File: config.mk
export PLATFORM = sky130hd
export DESIGN_NAME = sha256_stream_join
export DESIGN_NICKNAME = d
export VERILOG_FILES = /design/src/rtl/sha256_sync_pkg.sv /design/src/rtl/sha256_sync_fifo.sv /design/src/rtl/sha256_stream_join.sv
export SDC_FILE = /design/constraint.sdc
export NUM_CORES = 1
export LEC_CHECK = 0
export ABC_AREA = 1
export BUFFER_PORTS_ARGS = -buffer_cell sky130_fd_sc_hd__buf_2
export CAP_MARGIN = 20
export CORE_UTILIZATION = 35
export DETAILED_ROUTE_END_ITERATION = 10
export GPL_ROUTABILITY_DRIVEN = 0
export SLEW_MARGIN = 40
export SYNTH_ARGS = -nofsm -noshare
export SYNTH_HDL_FRONTEND = slang
export SYNTH_SLANG_ARGS = --single-unit
File: constraint.sdc
create_clock -name clk -period 5.1 [get_ports clk]
set_input_delay 0.51 -clock clk [delete_from_list [all_inputs] [get_ports clk]]
set_output_delay 0.51 -clock clk [all_outputs]
set_load 0.05 [all_outputs]
File: src/rtl/sha256_sync_pkg.sv
`default_nettype none
// ============================================================================
// Module      : sha256_sync_pkg
// Description : Shared types and constants for the SHA-256 stream joiner.
// Revision    : 1.0 - initial release
// ============================================================================
package sha256_sync_pkg;

    // How per-channel last bits combine into the joined last
    typedef enum logic [0:0] {
        LAST_OR  = 1'b0,
        LAST_AND = 1'b1
    } last_mode_t;

    localparam int unsigned c_DEF_NUM_CH     = 2;
    localparam int unsigned c_DEF_CH_W       = 64;
    localparam int unsigned c_DEF_FIFO_DEPTH = 2;

    // Bit offset of channel ch inside a packed multi-channel bus
    function automatic int unsigned ch_lsb(input int unsigned ch, input int unsigned ch_w);
        return ch * ch_w;
    endfunction

endpackage
`default_nettype wire

File: src/rtl/sha256_sync_fifo.sv
`default_nettype none
// ============================================================================
// Module      : sha256_sync_fifo
// Description : Per-channel synchronous FIFO, wrap-bit pointers, head output.
// Revision    : 1.0 - initial release
// ============================================================================
module sha256_sync_fifo #(
    parameter int unsigned WIDTH = 65,
    parameter int unsigned DEPTH = 2
) (
    input  logic             clk,
    input  logic             rst,
    input  logic             push_i,
    input  logic             pop_i,
    input  logic [WIDTH-1:0] wdata_i,
    output logic [WIDTH-1:0] rdata_o,
    output logic             full_o,
    output logic             empty_o
);
    localparam int unsigned c_AW = $clog2(DEPTH);

    logic [WIDTH-1:0] mem_q [DEPTH];
    logic [c_AW:0]    wptr_q, wptr_d;
    logic [c_AW:0]    rptr_q, rptr_d;
    logic             w_do_push;
    logic             w_do_pop;

    assign empty_o = (wptr_q == rptr_q);
    assign full_o  = (wptr_q[c_AW] != rptr_q[c_AW]) &&
                     (wptr_q[c_AW-1:0] == rptr_q[c_AW-1:0]);
    assign rdata_o = mem_q[rptr_q[c_AW-1:0]];

    // A full FIFO may still take a word when the head leaves in the same cycle
    assign w_do_push = push_i && (!full_o || pop_i);
    assign w_do_pop  = pop_i && !empty_o;

    // Pointer advance; the extra MSB wraps modulo 2*DEPTH
    always_comb begin
        wptr_d = wptr_q;
        rptr_d = rptr_q;
        if (w_do_push) wptr_d = wptr_q + 1'b1;
        if (w_do_pop)  rptr_d = rptr_q + 1'b1;
    end

    // Pointer registers, cleared by reset
    always_ff @(posedge clk) begin
        if (rst) begin
            wptr_q <= '0;
            rptr_q <= '0;
        end else begin
            wptr_q <= wptr_d;
            rptr_q <= rptr_d;
        end
    end

    // Storage array; contents are don't-care while the FIFO is empty
    always_ff @(posedge clk) begin
        if (w_do_push && !rst) mem_q[wptr_q[c_AW-1:0]] <= wdata_i;
    end

endmodule
`default_nettype wire

File: src/rtl/sha256_stream_join.sv
`default_nettype none
// ============================================================================
// Module      : sha256_stream_join
// Description : Joins NUM_CH buffered valid/ready streams into one registered
//               output word with merged last and last-mismatch pulse.
// Revision    : 1.0 - initial release
// ============================================================================
module sha256_stream_join
    import sha256_sync_pkg::*;
#(
    parameter int unsigned NUM_CH     = c_DEF_NUM_CH,
    parameter int unsigned CH_W       = c_DEF_CH_W,
    parameter int unsigned FIFO_DEPTH = c_DEF_FIFO_DEPTH,
    parameter last_mode_t  LAST_MODE  = LAST_OR
) (
    input  logic                   clk,
    input  logic                   sync_rst,
    input  logic                   en,
    input  logic [NUM_CH*CH_W-1:0] in_data,
    input  logic [NUM_CH-1:0]      in_last,
    input  logic [NUM_CH-1:0]      in_valid,
    output logic [NUM_CH-1:0]      in_ready,
    output logic [NUM_CH*CH_W-1:0] out_data,
    output logic                   out_last,
    output logic                   out_valid,
    input  logic                   out_ready,
    output logic                   last_err
);
    logic [NUM_CH-1:0]      w_full;
    logic [NUM_CH-1:0]      w_empty;
    logic [NUM_CH-1:0]      w_push;
    logic [NUM_CH-1:0]      w_head_last;
    logic [NUM_CH*CH_W-1:0] w_head_data;
    logic                   w_can_load;
    logic                   w_join;
    logic                   w_merged_last;
    logic                   w_last_mismatch;

    logic [NUM_CH*CH_W-1:0] out_data_q, out_data_d;
    logic                   out_last_q, out_last_d;
    logic                   out_valid_q, out_valid_d;
    logic                   last_err_q, last_err_d;

    // Ready depends only on FIFO state and enable, never on valid
    assign in_ready = (en && !sync_rst) ? ~w_full : '0;
    assign w_push   = in_valid & in_ready;

    generate
        for (genvar gi = 0; gi < NUM_CH; gi++) begin : g_ch
            logic [CH_W:0] w_head;

            sha256_sync_fifo #(
                .WIDTH (CH_W + 1),
                .DEPTH (FIFO_DEPTH)
            ) u_fifo (
                .clk     (clk),
                .rst     (sync_rst),
                .push_i  (w_push[gi]),
                .pop_i   (w_join),
                .wdata_i ({in_last[gi], in_data[ch_lsb(gi, CH_W) +: CH_W]}),
                .rdata_o (w_head),
                .full_o  (w_full[gi]),
                .empty_o (w_empty[gi])
            );

            assign w_head_data[ch_lsb(gi, CH_W) +: CH_W] = w_head[CH_W-1:0];
            assign w_head_last[gi]                       = w_head[CH_W];
        end
    endgenerate

    assign w_can_load      = !out_valid_q || out_ready;
    assign w_join          = en && (w_empty == '0) && w_can_load;
    assign w_merged_last   = (LAST_MODE == LAST_AND) ? (&w_head_last) : (|w_head_last);
    assign w_last_mismatch = (|w_head_last) && !(&w_head_last);

    // Output register next state: load on join, drop valid on a bare handshake
    always_comb begin
        out_data_d  = out_data_q;
        out_last_d  = out_last_q;
        out_valid_d = out_valid_q;
        last_err_d  = w_join && w_last_mismatch;
        if (w_join) begin
            out_data_d  = w_head_data;
            out_last_d  = w_merged_last;
            out_valid_d = 1'b1;
        end else if (en && out_valid_q && out_ready) begin
            out_valid_d = 1'b0;
        end
    end

    // Output register; reset clears everything including the error pulse
    always_ff @(posedge clk) begin
        if (sync_rst) begin
            out_data_q  <= '0;
            out_last_q  <= 1'b0;
            out_valid_q <= 1'b0;
            last_err_q  <= 1'b0;
        end else begin
            out_data_q  <= out_data_d;
            out_last_q  <= out_last_d;
            out_valid_q <= out_valid_d;
            last_err_q  <= last_err_d;
        end
    end

    assign out_data  = out_data_q;
    assign out_last  = out_last_q;
    assign out_valid = out_valid_q;
    assign last_err  = last_err_q;

endmodule
`default_nettype wire

==> results.cfg <==
[logic_synthesis]
yosys_warnings = 0
synth-seq-cells = 401
synth_adder_area_share_pct = 0.0856
netlist_area_sq_mm = 0.0146
syn-mean-instance-area_sq_um = 13.7
synth_compound_area_share_pct = 9.31
seq_area_frac_synth_pct = 72.7
synthDistinctLibCells = 24
synth_nets = 1205
synth_top_family_by_area = multiplexers
yosys.area_share.simple_pct = 4.85
synthMuxAreaShare_pct = 10.0
synthXorXnorAreaFrac_pct = 0.180
syn_inst = 1068

[worst_setup_path]
end_kind = flop
start_kind = flop
worst_ep_required_time_ns = 5.58
reg2reg_to = out_data[67]
startpoint = g_ch[1].u_fifo.wptr_q[0]
critPathMostFrequentCell = nand2_2
rrSetupSlack_ns = 2.67
endpoint = out_data[67]
cp.depth = 9
slowest_stage = nor2_4
worstPathMaxFanout = 104
path_delay_family = simple AND/OR/NAND/NOR gates
reg2reg_from = g_ch[1].u_fifo.wptr_q[0]
worst_path_largest_cell_delay_ns = 0.61
cp_cell_sequence = inv_2, nand2_1, nand2_2, nand2_2, nand2_2, nor2_4, buf_12, a21oi_1, nor2_1
cp.arrival_ns = 2.91
reg2regPathDepth = 9
worst-setup-path-type = reg2reg
cp_num_buf_inv = 2

[power_and_ir_drop]
switchingPower_mw = 1.43
p_leak_nw = 6.66
p_seq_share_pct = 51.6
pwr-share-comb_pct = 4.2
peakVddDrop_mv = 0.208
swShare_pct = 20.9
clkPwrFrac_pct = 44.2
p_total_mw = 6.84
p_per_area_mw_per_mm2 = 381
p_int_mw = 5.41

[route]
drc_errors = 40
wirelength_um = 34700
num_vias = 9205
drt_iter0_markers = 510
firstDrtPassIters = 7
wire_per_inst_um = 18.3
routed_via_density = 4.84
final_antenna_net_count = 0

[sta]
max_freq_mhz = 412
finalCriticalPeriod_ns = 2.43
finClkSkew_ns = 0.00908
setup_viol = 0
final_max_slew_viol_count = 0
maxSlewHeadroom_pct = 45.2
rsz0062_at_grt = false
finalCritPeriodShare_pct = 47.6
hold_viol_final = 0
worstMarginPinSlew_ns = 0.822
totalNegativeSetupSlack_ns = 0

[global_route]
grt-ovfl-total = 0
grt_pass1_wl_um = 51700
grt_pass1_vias = 9091
grt_max_degree = 105
antenna_found_initial = 7
grt_use_total_pct = 16.0

[clock_network]
hold_buffers = 0
cts_resized = 0
numClockSinks = 401
clock_latency_ns = 0.55
cts_buffers = 44
htreeDepth = 2
cts_root_buf = clkbuf_16
clk_pin_slew_ns = 0.06
cts_tree = yes
postCtsSetupRepairBufs = 0
clockBufferDepth = 3

[place]
portBuffers = 268
dp_hpwl_um = 20900

[cells_and_area]
area_growth_pct = 22.8
final_common_cell = buf_2
final_nets = 1466
layout-drive-gt1-share_pct = 36.5
layout_common_cells = buf_2, edfxtp_1, dfxtp_1

[die]
die_h_um = 206
io-pin-count = 269
start_util_pct = 35.6
coreArea_sq_mm = 0.0410
rows = 74
design.die.area_sq_mm = 0.0426
die_w_um = 206

[job]
maxCapViolCount = 0

[outcome]
violations = design-rule violations
status = complete, but fails checks

[worst_hold_path]
hold_path_class = in2reg
[cells in the mapped netlist, drive strengths merged]
library cell	count	area [sq um]
a21oi	138	691
nor2	141	537
clkbuf	38	148
nand2	28	118
mux2	128	1440
o21ai	134	671
ha	1	12.5
nor3b	1	7.51
dfxtp	141	2820
xor2	3	26.3
buf	32	213
nand4	1	21.3
nand3	5	25.0
edfxtp	260	7810
mux2i	2	20.0
inv	15	56.3
[cell families after synthesis]
group                    count (synthesis)
multiplexers                           130
XOR/XNOR                                 3
AO/OA/AOI/OAI                          272
AND/OR/NAND/NOR                        176
adder cells (fa/ha/maj)                  1
buffers and inverters                   85
flip-flops                             401
[sequential cells by signal, summed over array words and instances (netlist names), named ones only]
register	count
out_last	1
last_err	1
out_data	128
g_ch.u_fifo.rptr_q	4
g_ch.u_fifo.wptr_q	4
g_ch.u_fifo.mem_q	260
out_valid	1
[worst reg2reg max path, stage by stage, from the launching register on]
cell     delay (ns)
dfxtp_1        0.45
inv_2          0.09
nand2_1        0.08
nand2_2        0.07
nand2_2        0.11
nand2_2        0.07
nor2_4         0.61
buf_12         0.54
a21oi_1        0.21
nor2_1         0.13
[power by group through the flow]
| stage | Sequential, mW | Combinational (mW) | Clock (mW) |
|---|---|---|---|
| global route | 3.54 | 0.315 | 3.24 |
| detailed placement | 3.60 | 0.290 | 0 |
| global placement | 3.60 | 0.277 | 0 |
| floorplan | 3.65 | 0.120 | 0 |
| finish | 3.53 | 0.288 | 3.02 |
| CTS | 3.53 | 0.292 | 3.11 |
[worst min-delay path by stage]
stage | start | to | slack, ns | cells after the start
floorplan | g_ch[1].u_fifo.rptr_q[1] | g_ch[1].u_fifo.rptr_q[1] | 0.47 | 2
global placement | out_data[111] | out_data[111] | 0.46 | 2
detailed placement | out_data[106] | out_data[106] | 0.46 | 2
CTS | in_data[30] | g_ch[0].u_fifo.mem_q[1][30] | 0.11 | 1
global route | in_data[21] | g_ch[0].u_fifo.mem_q[1][21] | 0.12 | 1
finish | in_data[30] | g_ch[0].u_fifo.mem_q[0][30] | 0.15 | 1
[layout make-up]
class                      count  area [sq um]
sequential                   401         10600
fill                        3804         23100
antenna                        6          15.0
multi-input combinational    582          3620
clock inverter                14           105
inverter                      15          61.3
tap                          532           666
clock buffer                  66          1280
timing repair buffer         285          1570
[through the flow]
stage	worst slack [ns]	cell area [sq um]	hold WS [ns]	utilization (%)	std cells
2_1_floorplan	0.968	14600	0.475	-	1068
3_3_place_gp	1.92	16400	0.456	40.0	1809
3_5_place_dp	2.46	16500	0.463	40.3	1815
4_1_cts	2.66	17900	0.105	43.7	1895
5_1_grt	2.46	17900	0.118	43.8	1900
6_report	2.67	18000	0.147	43.8	1901
[per-layer routing]
metal | vias to the layer above | wire length (um) | global-route usage (%)
met5 | - | 18 | 0
met4 | 4 | 1370 | 8.51
met3 | 74 | 1530 | 3.09
met2 | 207 | 17000 | 26.5
met1 | 4514 | 14800 | 19.8
li1 | 4406 | - | -
Note: power is estimated with default switching activity, not from simulation.
